## src/rtl/als_uart_reporter.sv

```systemverilog
// Converts each 8-bit light sample to BCD with a sequential double-dabble engine, then sends it as
// ASCII over the UART register bus. Define ALS_REPORTER_CRLF_EN to append CR LF to every frame.
module als_uart_reporter #(
  parameter int unsigned POLL_MAX = 100_000
) (
  input  logic        clk_i,
  input  logic        rst_n_i,
  input  logic [7:0]  meas_i,
  input  logic        meas_valid_i,
  output logic        busy_o,
  output logic [11:0] bcd_o,
  output logic        bcd_valid_o,
  output logic        uart_wr_o,
  output logic        uart_reg_sel_o,
  output logic        uart_addr_o,
  output logic [31:0] uart_data_o,
  input  logic [31:0] uart_rdata_i,
  output logic [7:0]  drop_cnt_o,
  output logic        timeout_o
);

`ifdef ALS_REPORTER_CRLF_EN
  localparam logic [2:0] LastChar = 3'd4;
`else
  localparam logic [2:0] LastChar = 3'd2;
`endif
  localparam int unsigned PollW = $clog2(POLL_MAX + 2);

  typedef enum logic [2:0] {StIdle, StConv, StWrData, StWrCtrl, StPoll, StNext} state_e;

  state_e             state_q;
  logic [19:0]        sr_q;
  logic [2:0]         cnt_q;
  logic [2:0]         idx_q;
  logic [PollW-1:0]   poll_q;
  logic [11:0]        bcd_q;
  logic               bcd_valid_q;
  logic               wr_q;
  logic               sel_q;
  logic [31:0]        data_q;
  logic [7:0]         drop_q;
  logic               timeout_q;

  logic [19:0] sr_adj;
  logic [19:0] sr_shift;

  // Add-3 correction on the three BCD nibbles, then one left shift.
  always_comb begin
    sr_adj = sr_q;
    for (int i = 0; i < 3; i++) begin
      if (sr_q[8+4*i +: 4] >= 4'd5) sr_adj[8+4*i +: 4] = sr_q[8+4*i +: 4] + 4'd3;
    end
    sr_shift = {sr_adj[18:0], 1'b0};
  end

  function automatic logic [7:0] char_of(input logic [2:0] idx, input logic [11:0] bcd);
    case (idx)
      3'd0:    char_of = {4'h3, bcd[11:8]};
      3'd1:    char_of = {4'h3, bcd[7:4]};
      3'd2:    char_of = {4'h3, bcd[3:0]};
      3'd3:    char_of = 8'h0D;
      default: char_of = 8'h0A;
    endcase
  endfunction

  always_ff @(posedge clk_i or negedge rst_n_i) begin
    if (!rst_n_i) begin
      state_q     <= StIdle;
      sr_q        <= '0;
      cnt_q       <= '0;
      idx_q       <= '0;
      poll_q      <= '0;
      bcd_q       <= '0;
      bcd_valid_q <= 1'b0;
      wr_q        <= 1'b0;
      sel_q       <= 1'b0;
      data_q      <= '0;
      drop_q      <= '0;
      timeout_q   <= 1'b0;
    end else begin
      bcd_valid_q <= 1'b0;
      wr_q        <= 1'b0;
      sel_q       <= 1'b0;
      data_q      <= '0;
      if (meas_valid_i && state_q != StIdle && drop_q != 8'hFF) drop_q <= drop_q + 8'd1;
      unique case (state_q)
        StIdle: begin
          if (meas_valid_i) begin
            sr_q    <= {12'd0, meas_i};
            cnt_q   <= '0;
            state_q <= StConv;
          end
        end
        StConv: begin
          sr_q  <= sr_shift;
          cnt_q <= cnt_q + 3'd1;
          if (cnt_q == 3'd7) begin
            bcd_q       <= sr_shift[19:8];
            bcd_valid_q <= 1'b1;
            idx_q       <= '0;
            wr_q        <= 1'b1;
            sel_q       <= 1'b1;
            data_q      <= {24'd0, char_of(3'd0, sr_shift[19:8])};
            state_q     <= StWrData;
          end
        end
        StWrData: begin
          wr_q    <= 1'b1;
          data_q  <= 32'h1;
          state_q <= StWrCtrl;
        end
        StWrCtrl: begin
          poll_q  <= '0;
          state_q <= StPoll;
        end
        StPoll: begin
          // First POLL cycle ignores the busy bit: the UART may not have raised it yet.
          if (poll_q != '0 && !uart_rdata_i[0]) begin
            state_q <= StNext;
          end else if (poll_q == PollW'(POLL_MAX)) begin
            timeout_q <= 1'b1;
            state_q   <= StNext;
          end else begin
            poll_q <= poll_q + 1'b1;
          end
        end
        StNext: begin
          if (idx_q == LastChar) begin
            state_q <= StIdle;
          end else begin
            idx_q   <= idx_q + 3'd1;
            wr_q    <= 1'b1;
            sel_q   <= 1'b1;
            data_q  <= {24'd0, char_of(idx_q + 3'd1, bcd_q)};
            state_q <= StWrData;
          end
        end
        default: state_q <= StIdle;
      endcase
    end
  end

  assign busy_o         = (state_q != StIdle);
  assign bcd_o          = bcd_q;
  assign bcd_valid_o    = bcd_valid_q;
  assign uart_wr_o      = wr_q;
  assign uart_reg_sel_o = sel_q;
  assign uart_addr_o    = 1'b0;
  assign uart_data_o    = data_q;
  assign drop_cnt_o     = drop_q;
  assign timeout_o      = timeout_q;

endmodule

```

## config.mk

```make
export PLATFORM = sky130hd
export DESIGN_NAME = als_uart_reporter
export DESIGN_NICKNAME = d
export VERILOG_FILES = /design/src/rtl/als_uart_reporter.sv
export SDC_FILE = /design/constraint.sdc
export NUM_CORES = 1
export LEC_CHECK = 0
export ABC_AREA = 1
export CAP_MARGIN = 20
export CORE_MARGIN = 8
export CORE_UTILIZATION = 57
export DETAILED_ROUTE_END_ITERATION = 10
export DONT_BUFFER_PORTS = 1
export PLACE_DENSITY = 0.71
export SYNTH_ARGS = -nofsm -noshare
export SYNTH_HDL_FRONTEND = slang
export SYNTH_SLANG_ARGS = --single-unit
```

## constraint.sdc

```tcl
create_clock -name clk_i -period 2 [get_ports clk_i]
set_input_delay 0.4 -clock clk_i [delete_from_list [all_inputs] [get_ports clk_i]]
set_output_delay 0.4 -clock clk_i [all_outputs]
set_load 0.01 [all_outputs]
```

==> flow_summary.json, run 1 <==
{
  "status": "complete, but fails checks",
  "violations": "negative hold slack",
  "multiInputGateArea_um2": 2150,
  "worstSetupPathType": "flip-flop to flip-flop",
  "ir_worst_vdd_v": 0.000955,
  "fin_crit_ps": 1740,
  "cts_setup_buffers": 0,
  "gp_congestion": 0.884,
  "ioPinCount": 101,
  "synth_edf_count": 0,
  "cts_buffer_depth": 2,
  "fin_crit_sh_pct": 87.1,
  "cts_root_buf": "clkbuf_8",
  "p_leak_nw": 2.33,
  "yosysTopAreaCell": "dfrtp_1",
  "path_delay_family": "simple AND/OR/NAND/NOR gates",
  "wl_per_cell_um": 13.7,
  "r2r_cells": 8,
  "hold_class": "input pin to async pin",
  "nFillCells": 710,
  "setup-violations-final": 0,
  "final_cell_mix": "142 x nand2_1, 75 x dfrtp_1, 65 x nand3_1",
  "grt_first_pass_wirelength_um": 16000,
  "vias": 3613,
  "post-synth-top-area-fraction_pct": 42.0,
  "dp_hpwl_um": 6760,
  "initial_core_util_pct": 58.5,
  "clock.fmax_mhz": 574,
  "use_met3_pct": 4.48,
  "power_density_nw_per_um2": 1290,
  "clk_pin_slew_ps": 80,
  "cts-resized-gates": 0,
  "grt_busiest_layer": "met2",
  "portBuffers": 0,
  "synthArstFlopShare_pct": 100,
  "cts_tree": "yes",
  "syn2layout_area_growth_pct": 3.05,
  "hold_violations": 75,
  "synth_top_cells_by_area": "dfrtp_1 42%, nand2_1 12%, nand3_1 7.3%",
  "cp_common_cell": "nand3_2",
  "finalPower_mw": 5.95,
  "cp_slowest_stage_delay_ps": 470,
  "htreeDepth": 3,
  "grt_util_met1_pct": 22.6,
  "core_area_um2": 7650,
  "antenna_found_initial": 0,
  "dr.pass1.iters": 4,
  "yosys_register_bits": 75,
  "routed_via_density": 5.36,
  "ys.warnings.count": 0,
  "final_common_cell": "nand2_1",
  "synth_cells": 571,
  "regToRegSetupSlack_ps": 260,
  "drt_wl_total_um": 9220,
  "cp.required_ps": 2220,
  "gr-usage-all-layers_pct": 17.3,
  "die_area_um2": 10900,
  "ys.flop_type": "dfrtp_1",
  "seq_area_um2": 1880,
  "report.final.slew_viol_count": 0,
  "critPathMaxFanout": 9,
  "ys_seq_area_share_pct": 42.0,
  "die_w_um": 105,
  "placementRows": 32,
  "overflow": 0,
  "clk_latency_ps": 350,
  "antenna-diode-count": 0,
  "first_global_vias": 3469,
  "synth_cell_types": 38,
  "r2r_start": "drop_cnt_o[1]$_DFFE_PN0P_",
  "endpoint_kind": "flip-flop",
  "drv_cap": 0,
  "utilization_pct": 60.2,
  "ant_nets": 0,
  "slowest_stage": "dfrtp_1",
  "rsz0062_at_grt": "false",
  "avgSynthCellArea_um2": 7.83,
  "timing.hold.ws_ps": -261,
  "grt_max_degree": 76,
  "drt_iter0_markers": 279,
  "die_h_um": 105,
  "fin_setup_tns_ps": 0,
  "rr_endpoint": "drop_cnt_o[4]$_DFFE_PN0P_",
  "nets": 628,
  "finClkSkew_ps": 12.8,
  "cp.arrival_ps": 1960,
  "worstPathBufferInverterCount": 1,
  "met2_usage_pct": 27.0,
  "cp_cell_sequence": "ha_1, nand3_2, nor3_1, nand3_1, nand3_2, inv_2, nand2_1, o21ai_1",
  "cts_sinks": 75,
  "cts_buffers": 9,
  "drc": 0,
  "start_kind": "flip-flop",
  "netlist_area_um2": 4470,
  "drive_gt1_share_pct": 6.82
}
==> worst max path at each step <==
stage / startpoint / endpoint / slack [ps] / cells past startpoint
6_report: drop_cnt_o[1]$_DFFE_PN0P_ / drop_cnt_o[4]$_DFFE_PN0P_ / 260 / 8
3_5_place_dp: drop_cnt_o[1]$_DFFE_PN0P_ / drop_cnt_o[4]$_DFFE_PN0P_ / 230 / 8
2_1_floorplan: drop_cnt_o[1]$_DFFE_PN0P_ / drop_cnt_o[4]$_DFFE_PN0P_ / 480 / 8
3_3_place_gp: drop_cnt_o[1]$_DFFE_PN0P_ / drop_cnt_o[5]$_DFFE_PN0P_ / 310 / 8
5_1_grt: state_q[1]$_DFFE_PN0P_ / sr_q[6]$_DFFE_PN0P_ / 60 / 7
4_1_cts: drop_cnt_o[1]$_DFFE_PN0P_ / drop_cnt_o[4]$_DFFE_PN0P_ / 230 / 8
==> power by group <==
| part | leakage, nW | switching, mW | internal [mW] |
|---|---|---|---|
| Clock | 0.0991 | 0.560 | 0.644 |
| Sequential | 0.985 | 0.490 | 1.99 |
| Combinational | 1.25 | 1.51 | 0.750 |
==> cell usage after synthesis (6+ instances only) <==
master	instances
o22ai_1	8
xor2_1	17
buf_2	7
o21ai_0	32
nand2_1	142
nand4_1	8
inv_2	6
buf_4	31
inv_1	54
ha_1	17
o21ai_1	6
nor2_1	52
nand3_1	65
dfrtp_1	75
==> sequential cells by signal (all words and copies together) (netlist names) <==
signal          count
bcd_o              12
bcd_valid_o         1
cnt_q               3
drop_cnt_o          8
idx_q               3
poll_q             17
sr_q               20
state_q             3
timeout_o           1
uart_data_o         5
uart_reg_sel_o      1
uart_wr_o           1
==> through the flow <==
| stage | cells | cell area, um^2 | worst slack (ps) |
|---|---|---|---|
| after floorplan | 597 | 4570 | 477 |
| after global placement | 659 | 4410 | 306 |
| after detailed placement | 659 | 4410 | 234 |
| after CTS | 674 | 4610 | 226 |
| after global routing | 674 | 4610 | 60.9 |
| final | 674 | 4610 | 257 |
==> metal layers <==
layer | share of wire [%] | vias to the layer above
met2 | 46 | 87
met3 | 5.5 | 13
met5 | 0 | -
met4 | 1.4 | 0
li1 | - | 1775
met1 | 47 | 1738
==> layout make-up <==
| cell class | instances | area share, % |
|---|---|---|
| Multi-Input combinational cell | 418 | 46.6 |
| Sequential cell | 75 | 40.7 |
| Inverter | 60 | 4.89 |
| Clock buffer | 12 | 3.37 |
| Tap cell | 102 | 2.77 |
| Clock inverter | 3 | 1.00 |
| Timing Repair Buffer | 4 | 0.652 |
==> cells by family (layout without fill, tap and decap cells) <==
kind of cell,Yosys count,in the layout,synth area share (%)
adder cells (fa/ha/maj),17,17,4.76
XOR/XNOR,22,22,4.31
AO/OA/AOI/OAI,62,62,7.78
buffers and inverters,104,79,12.2
other,1,27,0.0839
AND/OR/NAND/NOR,290,290,28.9
flip-flops,75,75,42.0
(Power assumes the default switching activity.)
==> inputs of run 2 (changes only) <==
- CAP_MARGIN: 20 -> 30
==> results of run 2 <==
Same layout as run 1: the final DEF is identical, and so are final timing and power.
